--- src/rtl/mac_window_accumulator.sv ---
// Window accumulator: sums LEN valid samples from the multiply-add stream, tracks the
// window peak, and hands the result downstream through a one-entry valid/ready slot.
module mac_window_accumulator #(
    parameter int S   = 8,
    parameter int LEN = 4,
    localparam int ACC_W = 2*S + $clog2(LEN),
    localparam int CNT_W = $clog2(LEN) + 1
) (
    input  logic             clk,
    input  logic             reset,
    input  logic             clear,
    input  logic             din_valid,
    input  logic [2*S-1:0]   din,
    input  logic             out_ready,
    output logic             out_valid,
    output logic [ACC_W-1:0] sum_out,
    output logic [2*S-1:0]   peak_out,
    output logic             overrun,
    output logic [CNT_W-1:0] fill_cnt
);

    // Handshake: a result transfers on any edge where out_valid=1 and out_ready=1.
    // out_valid is the registered slot state and never looks at out_ready combinationally.
    typedef enum logic {
        SLOT_EMPTY = 1'b0,
        SLOT_FULL  = 1'b1
    } slot_e;

    slot_e            slot_q;
    logic [ACC_W-1:0] acc_q;
    logic [2*S-1:0]   peak_q;
    logic [CNT_W-1:0] fill_q;
    logic [ACC_W-1:0] sum_q;
    logic [2*S-1:0]   peak_out_q;
    logic             overrun_q;

    logic [ACC_W-1:0] acc_d;
    logic [2*S-1:0]   peak_d;
    logic             complete;

    always_comb begin
        acc_d    = acc_q + ACC_W'(din);
        peak_d   = peak_q;
        // The first sample of a window loads the peak outright.
        if ((fill_q == '0) || (din > peak_q)) begin
            peak_d = din;
        end
        complete = din_valid && (fill_q == CNT_W'(LEN - 1));
    end

    always_ff @(posedge clk or negedge reset) begin
        if (!reset) begin
            slot_q     <= SLOT_EMPTY;
            acc_q      <= '0;
            peak_q     <= '0;
            fill_q     <= '0;
            sum_q      <= '0;
            peak_out_q <= '0;
            overrun_q  <= 1'b0;
        end else if (clear) begin
            slot_q     <= SLOT_EMPTY;
            acc_q      <= '0;
            peak_q     <= '0;
            fill_q     <= '0;
            sum_q      <= '0;
            peak_out_q <= '0;
            overrun_q  <= 1'b0;
        end else begin
            if (complete) begin
                acc_q  <= '0;
                peak_q <= '0;
                fill_q <= '0;
            end else if (din_valid) begin
                acc_q  <= acc_d;
                peak_q <= peak_d;
                fill_q <= fill_q + CNT_W'(1);
            end

            case (slot_q)
                SLOT_EMPTY: begin
                    if (complete) begin
                        sum_q      <= acc_d;
                        peak_out_q <= peak_d;
                        slot_q     <= SLOT_FULL;
                    end
                end
                SLOT_FULL: begin
                    if (complete && out_ready) begin
                        sum_q      <= acc_d;
                        peak_out_q <= peak_d;
                    end else if (complete) begin
                        // Downstream stalled: keep the older result, flag the loss.
                        overrun_q <= 1'b1;
                    end else if (out_ready) begin
                        slot_q <= SLOT_EMPTY;
                    end
                end
                default: slot_q <= SLOT_EMPTY;
            endcase
        end
    end

    assign out_valid = (slot_q == SLOT_FULL);
    assign sum_out   = sum_q;
    assign peak_out  = peak_out_q;
    assign overrun   = overrun_q;
    assign fill_cnt  = fill_q;

endmodule

--- config.mk ---
export PLATFORM = sky130hd
export DESIGN_NAME = mac_window_accumulator
export DESIGN_NICKNAME = d
export VERILOG_FILES = /design/src/rtl/mac_window_accumulator.sv
export SDC_FILE = /design/constraint.sdc
export NUM_CORES = 1
export LEC_CHECK = 0
export CAP_MARGIN = 25
export CORE_UTILIZATION = 55
export DETAILED_ROUTE_END_ITERATION = 12
export PLACE_DENSITY = 0.8
export SKIP_LAST_GASP = 1
export SYNTH_ARGS = -nofsm -noshare
export SYNTH_HDL_FRONTEND = slang
export SYNTH_SLANG_ARGS = --single-unit
--- constraint.sdc ---
create_clock -name clk -period 3.27 [get_ports clk]
set_clock_uncertainty 0.05 [all_clocks]
set_input_delay 0.327 -clock clk [delete_from_list [all_inputs] [get_ports clk]]
set_output_delay 0.327 -clock clk [all_outputs]
set_load 0.1 [all_outputs]
After elaboration in Yosys (flattened, before gate mapping) --
Cells that the tools add are included.
Operators by class: $lt $le $gt $ge 1, reductions and logical operators 9, add/subtract/negate cells 2, bitwise logic cells 1, multiplexer cells 28, equal/unequal tests 4
Operator list (count):
- $mux 16 | 7
- $mux 18 | 6
- $pmux 18 s2 | 1
- $pmux 16 s2 | 1
- $add 18x16->18 | 1
- $gt 16x16->1 | 1
- $mux 1 | 9
- $mux 3 | 3
- $reduce_bool 2->1 | 2
- $add 3x1->3 const B | 1
- $eq 3x2->1 const B | 1
- $logic_not 3->1 | 1
- $ne 3x2->1 const B | 1
- $ne 3x3->1 const B | 1
- $reduce_and 3->1 | 1
- $reduce_bool 3->1 | 1
- $logic_and 1x1->1 | 2
- $ne 2x2->1 const B | 1
- $pmux 1 s2 | 1
- $reduce_and 2->1 | 1
- $logic_or 1x1->1 | 1
- $not 1->1 | 1
Word-level totals: flip-flop bits (word level) 73, output and inout bits 39, input port bits 21, logic and storage cells 52

Logic depth before layout (Yosys ltp) --
depth in word-level cells 6, depth in mapped cells 9, mapped depth without buffers 9

Worst setup path after synthesis --
OpenSTA, ideal clock, no wires.
path kind register to register, start register fill_q[0], in the netlist fill_cnt[0], end register peak_out_q[10], in the netlist peak_out[10], stages on the path, launching flop included 8, setup slack 637 ps, buffers on the path 2, data arrival time 2517 ps, setup time 66 ps, data required time 3154 ps, period minus slack after synthesis 2633 ps, cells stage by stage dfrtp_1 > ha_1 > nand3_2 > or3_1 > buf_2 > a221oi_4 > buf_6 > a221o_1
On the way: longest elaborated chain between the ends 6, elaborated cells between the ends (all ways) 13, those cells by class eq/ne (3); mux (5); reduce/logical (5)
Ends and longest elaborated chain:
- from (decl) | RTL line 32 | logic [CNT_W-1:0] fill_q;
- from (signal assigned) | RTL line 76 | fill_q <= fill_q + CNT_W'(1);
- $logic_not 3->1 | RTL line 45 | if ((fill_q == '0) || (din > peak_q)) begin
- $logic_or 1x1->1 | RTL line 45
- $mux 16 | RTL line 45
- $mux 16 (on tied branches) | RTL line 88, 81
- $pmux 16 s2 | RTL line 79 | case (slot_q)
- $mux 16 | RTL line 60 | end else if (clear) begin
- to (signal assigned) | RTL line 83 | peak_out_q <= peak_d;
- to (signal assigned) | RTL line 90 | peak_out_q <= peak_d;
- to (decl) | RTL line 34 | logic [2*S-1:0] peak_out_q;
Parallel ways exist; a longest one is shown, timed or not. The select of a mux whose other input is x is not followed. A chain may end at the register's enable or synchronous reset.

Worst setup path after layout --
start input din[0], end register sum_q[16], in the netlist sum_out[16]
On the way: longest elaborated chain between the ends 4, elaborated cells between the ends (all ways) 5, those cells by class add/sub (1); mux (4)
Ends and longest elaborated chain:
- from (decl) | RTL line 13 | input logic [2*S-1:0] din,
- $add 18x16->18 * | RTL line 42 | acc_d = acc_q + ACC_W'(din);
- $mux 18 (on tied branches) | RTL line 88, 81
- $pmux 18 s2 * | RTL line 79
- $mux 18 * | RTL line 60
- to (signal assigned) | RTL line 65 | sum_q <= '0;
- to (signal assigned) | RTL line 82 | sum_q <= acc_d;
- to (signal assigned) | RTL line 89 | sum_q <= acc_d;
- to (decl) | RTL line 33 | logic [ACC_W-1:0] sum_q;
Every way passes the cells marked *; elsewhere a longest branch is shown, timed or not. The select of a mux whose other input is x is not followed.

==> summary.md <==
| Metric | Value |
|---|---|
| Status | completed |
| Synthesized area per cell | between 10 and 15 um^2 |
| DRC Markers | 0 |
| Final Hold Fails | 0 |
| Vias/cell | between 6 and 7 |
| Unrepaired setup endpoints after global routing | false |
| Synthesized cell area | approximately 4300 um^2 |
| Net Count, Synth | ~460 |
| First-pass GRT wire length | between 15000 and 20000 um |
| # H-tree levels | 3 |
| R2R Setup Slk | approximately 0.71 ns |
| Most instantiated library cell after synthesis | dfrtp_1 |
| # IOs | 60 |
| Area share of the largest cell type after synthesis | 0.429 |
| Clock sinks | 73 |
| Final non-filler cell total | 571 |
| Post-synthesis sequential area ratio | 0.429 |
| Final wirelength | about 10000 um |
| Antenna violations before repair | 0 |
| Yosys top cell by area | dfrtp_1 |
| Vias in the first global route | 3485 |
| Static leakage | approximately 2.4 nW |
| Core footprint | approximately 7400 um^2 |
| CTS tree | built |
| CP required | about 3.5 ns |
| Rel. slew slack | 0.345 |
| Area grow syn2layout | 22.4% |
| Pwr dens | about 470 nW/um^2 |
| Final core occ | 0.708 |
| DRT antenna net count | 0 |
| Nets@finish | roughly 520 |
| Gate Count Post-Synth | 399 |
| Row cnt | 31 |
| WS Path Type | in -> reg |
| CP max FO | 4 |
| Port bufs | 59 |
| Largest net degree at the start of global routing | 74 |
| Hold_sp | sum_out[1] |
| TNS Setup | 0 ns |
| Vias post-DR | 3536 |
| Initial Util | 0.578 |
| Post-synth ARST share | 1.00 |
| CP Launch Type | input pin |
| FF-to-FF Start | peak_q[12] |
| Final Setup Violations | 0 |
| Synth Flop Type | dfrtp_1 |
| GPL Wtd Cong | between 0.9 and 1 |
| GR Util All Layers | 0.266 |
| Synth warn | 0 |
| Critical path origin | din[0] |
| Worst-skew pair later-pin latency | 0.35 ns |
| Hold WC Path Type | reg -> reg |
| ANT cells | 0 |
| Unique masters post-synth | between 50 and 60 |
| Die width | roughly 90 um |
| Worst Setup End Kind | flop |
| Placed cells | roughly 550 |
| Layout cell share with drive strength beyond 1 | 0.117 |
| Top post-synthesis cells by count | 73 x dfrtp_1, 34 x ha_1, 27 x inv_1, 22 x a22o_1, 20 x nand2_1 |
| 1st-iter DRT viols | 231 |
| Max Cap Viol | 0 |
| Final slew viol count | 0 |
| Number of enable flip-flop cells after synthesis | 0 |
| Clock Path Buffers | 2 |
| Peak VDD IR | 0.258 mV |
| Drt wl/cell | roughly 18 um |
| Die area | between 8000 and 9000 um^2 |
| Post-DP HPWL | 7070 um |
| Fin crit share | 0.836 |
| Worst-path clk slew | about 0.08 ns |
| CTS buffer count | 9 |
| Grt ovf | 0 |
| Synth top area cells | dfrtp_1 43%, ha_1 10%, a22o_1 4.5%, a221o_1 4.0%, and2_1 2.8% |
| Fmax | 0.366 GHz |
| Die outline height | between 90 and 100 um |
| Fin crit period | between 2 and 3 ns |
| Post-CTS Resized | 0 |
| Count of state elements after synthesis | 73 |
| TritonRoute pass-1 iters | 5 |
| Arr. time, crit path | 2.97 ns |
| Slew @ Worst Pin | 0.979 ns |
| CTS Root Cell | clkbuf_8 |
| Fillers | about 570 |
-- critical path, cell delays in order --
cell and delay [ns]:
clkdlybuf4s50_1 0.56, ha_1 0.20, inv_1 0.06, fa_1 0.39, nand2b_1 0.21, a2111oi_2 0.42, a221o_2 0.21, o311ai_1 0.14
or3_1 0.37, nand3_1 0.08
-- power breakdown --
group / internal (mW) / leakage, nW / switching (mW)
clock: 0.414 / 0.105 / 0.344
combinational: 0.256 / 1.34 / 0.421
sequential: 0.958 / 0.997 / 0.0412
-- per-stage QoR --
step           setup WS (ns)  total power [mW]  hold WS, ns  area (um^2)
4_1_cts                0.544              2.43        0.453         5220
2_1_floorplan          0.637              1.49      -0.0186         4260
5_1_grt                0.361              2.55        0.473         5220
3_3_place_gp           0.245              1.66        0.334         4990
6_report               0.538              2.43        0.446         5220
3_5_place_dp           0.200              1.68        0.340         4990
-- final cells by class --
type                    instances  area [um^2]  area share
clock buffers                  12          165      0.0316
clock inverters                 4         50.0     0.00959
inverters                      28          105      0.0201
multi-input cells             281         2230       0.428
flip-flops and latches         73         1830       0.350
well taps                      99          124      0.0237
repair buffers                 74          713       0.137
-- routing by layer --
layer	wire length [um]	part of all wire	vias up	track usage
met5	0	0	-	0
met4	184	0.018	0	0.0927
met3	492	0.049	14	0.0381
met2	4660	0.46	120	0.403
met1	4780	0.47	1729	0.392
li1	-	-	1673	-
-- cell usage in the layout (no fill, tap or decap), drive strengths merged, types with 3 or more instances in the layout --
cell type / Yosys / layout
a211oi: 3 / 3
a221o: 18 / 18
nor3: 8 / 8
clkbuf: 10 / 12
nand3: 10 / 10
or3: 5 / 5
inv: 28 / 28
buf: 7 / 15
a21o: 11 / 11
ha: 34 / 34
a21oi: 19 / 19
and3: 5 / 5
nand4: 8 / 8
clkdlybuf4s50: 0 / 58
dfrtp: 73 / 73
and2: 19 / 19
nand2: 20 / 20
a32o: 20 / 20
o21ai: 19 / 19
xor2: 3 / 3
nor2: 13 / 13
xnor2: 7 / 7
nand2b: 6 / 6
a22o: 22 / 22
-- kinds of logic after synthesis --
logic type               synth area share
multiplexers                      0.00235
XOR/XNOR                           0.0205
AND/OR/NAND/NOR                     0.131
flip-flops                          0.429
buffers and inverters              0.0481
AO/OA/AOI/OAI                       0.264
adder cells (fa/ha/maj)             0.104
-- final timing paths --
path | to | depth (start not counted)
hold / removal | sum_out[1] | 2
setup reg to reg | peak_q[6] | 8
setup / recovery | sum_out[16] | 10
min in group asynchronous | overrun | 3
max in group asynchronous | peak_q[10] | 3
hold reg to reg | sum_out[1] | 2
-- registers in the layout (all words and copies together) (netlist names) --
signal	cells
peak_q	16
overrun	1
peak_out	16
out_valid	1
sum_out	18
acc_q	18
fill_cnt	3
-- what timing repair did --
item,4_1_cts,5_1_grt
setup buffers,0,0
endpoints found under the hold margin,73,0
setup endpoints to repair,0,0
hold buffers,1,0
Power figures use the tool's default switching activity.
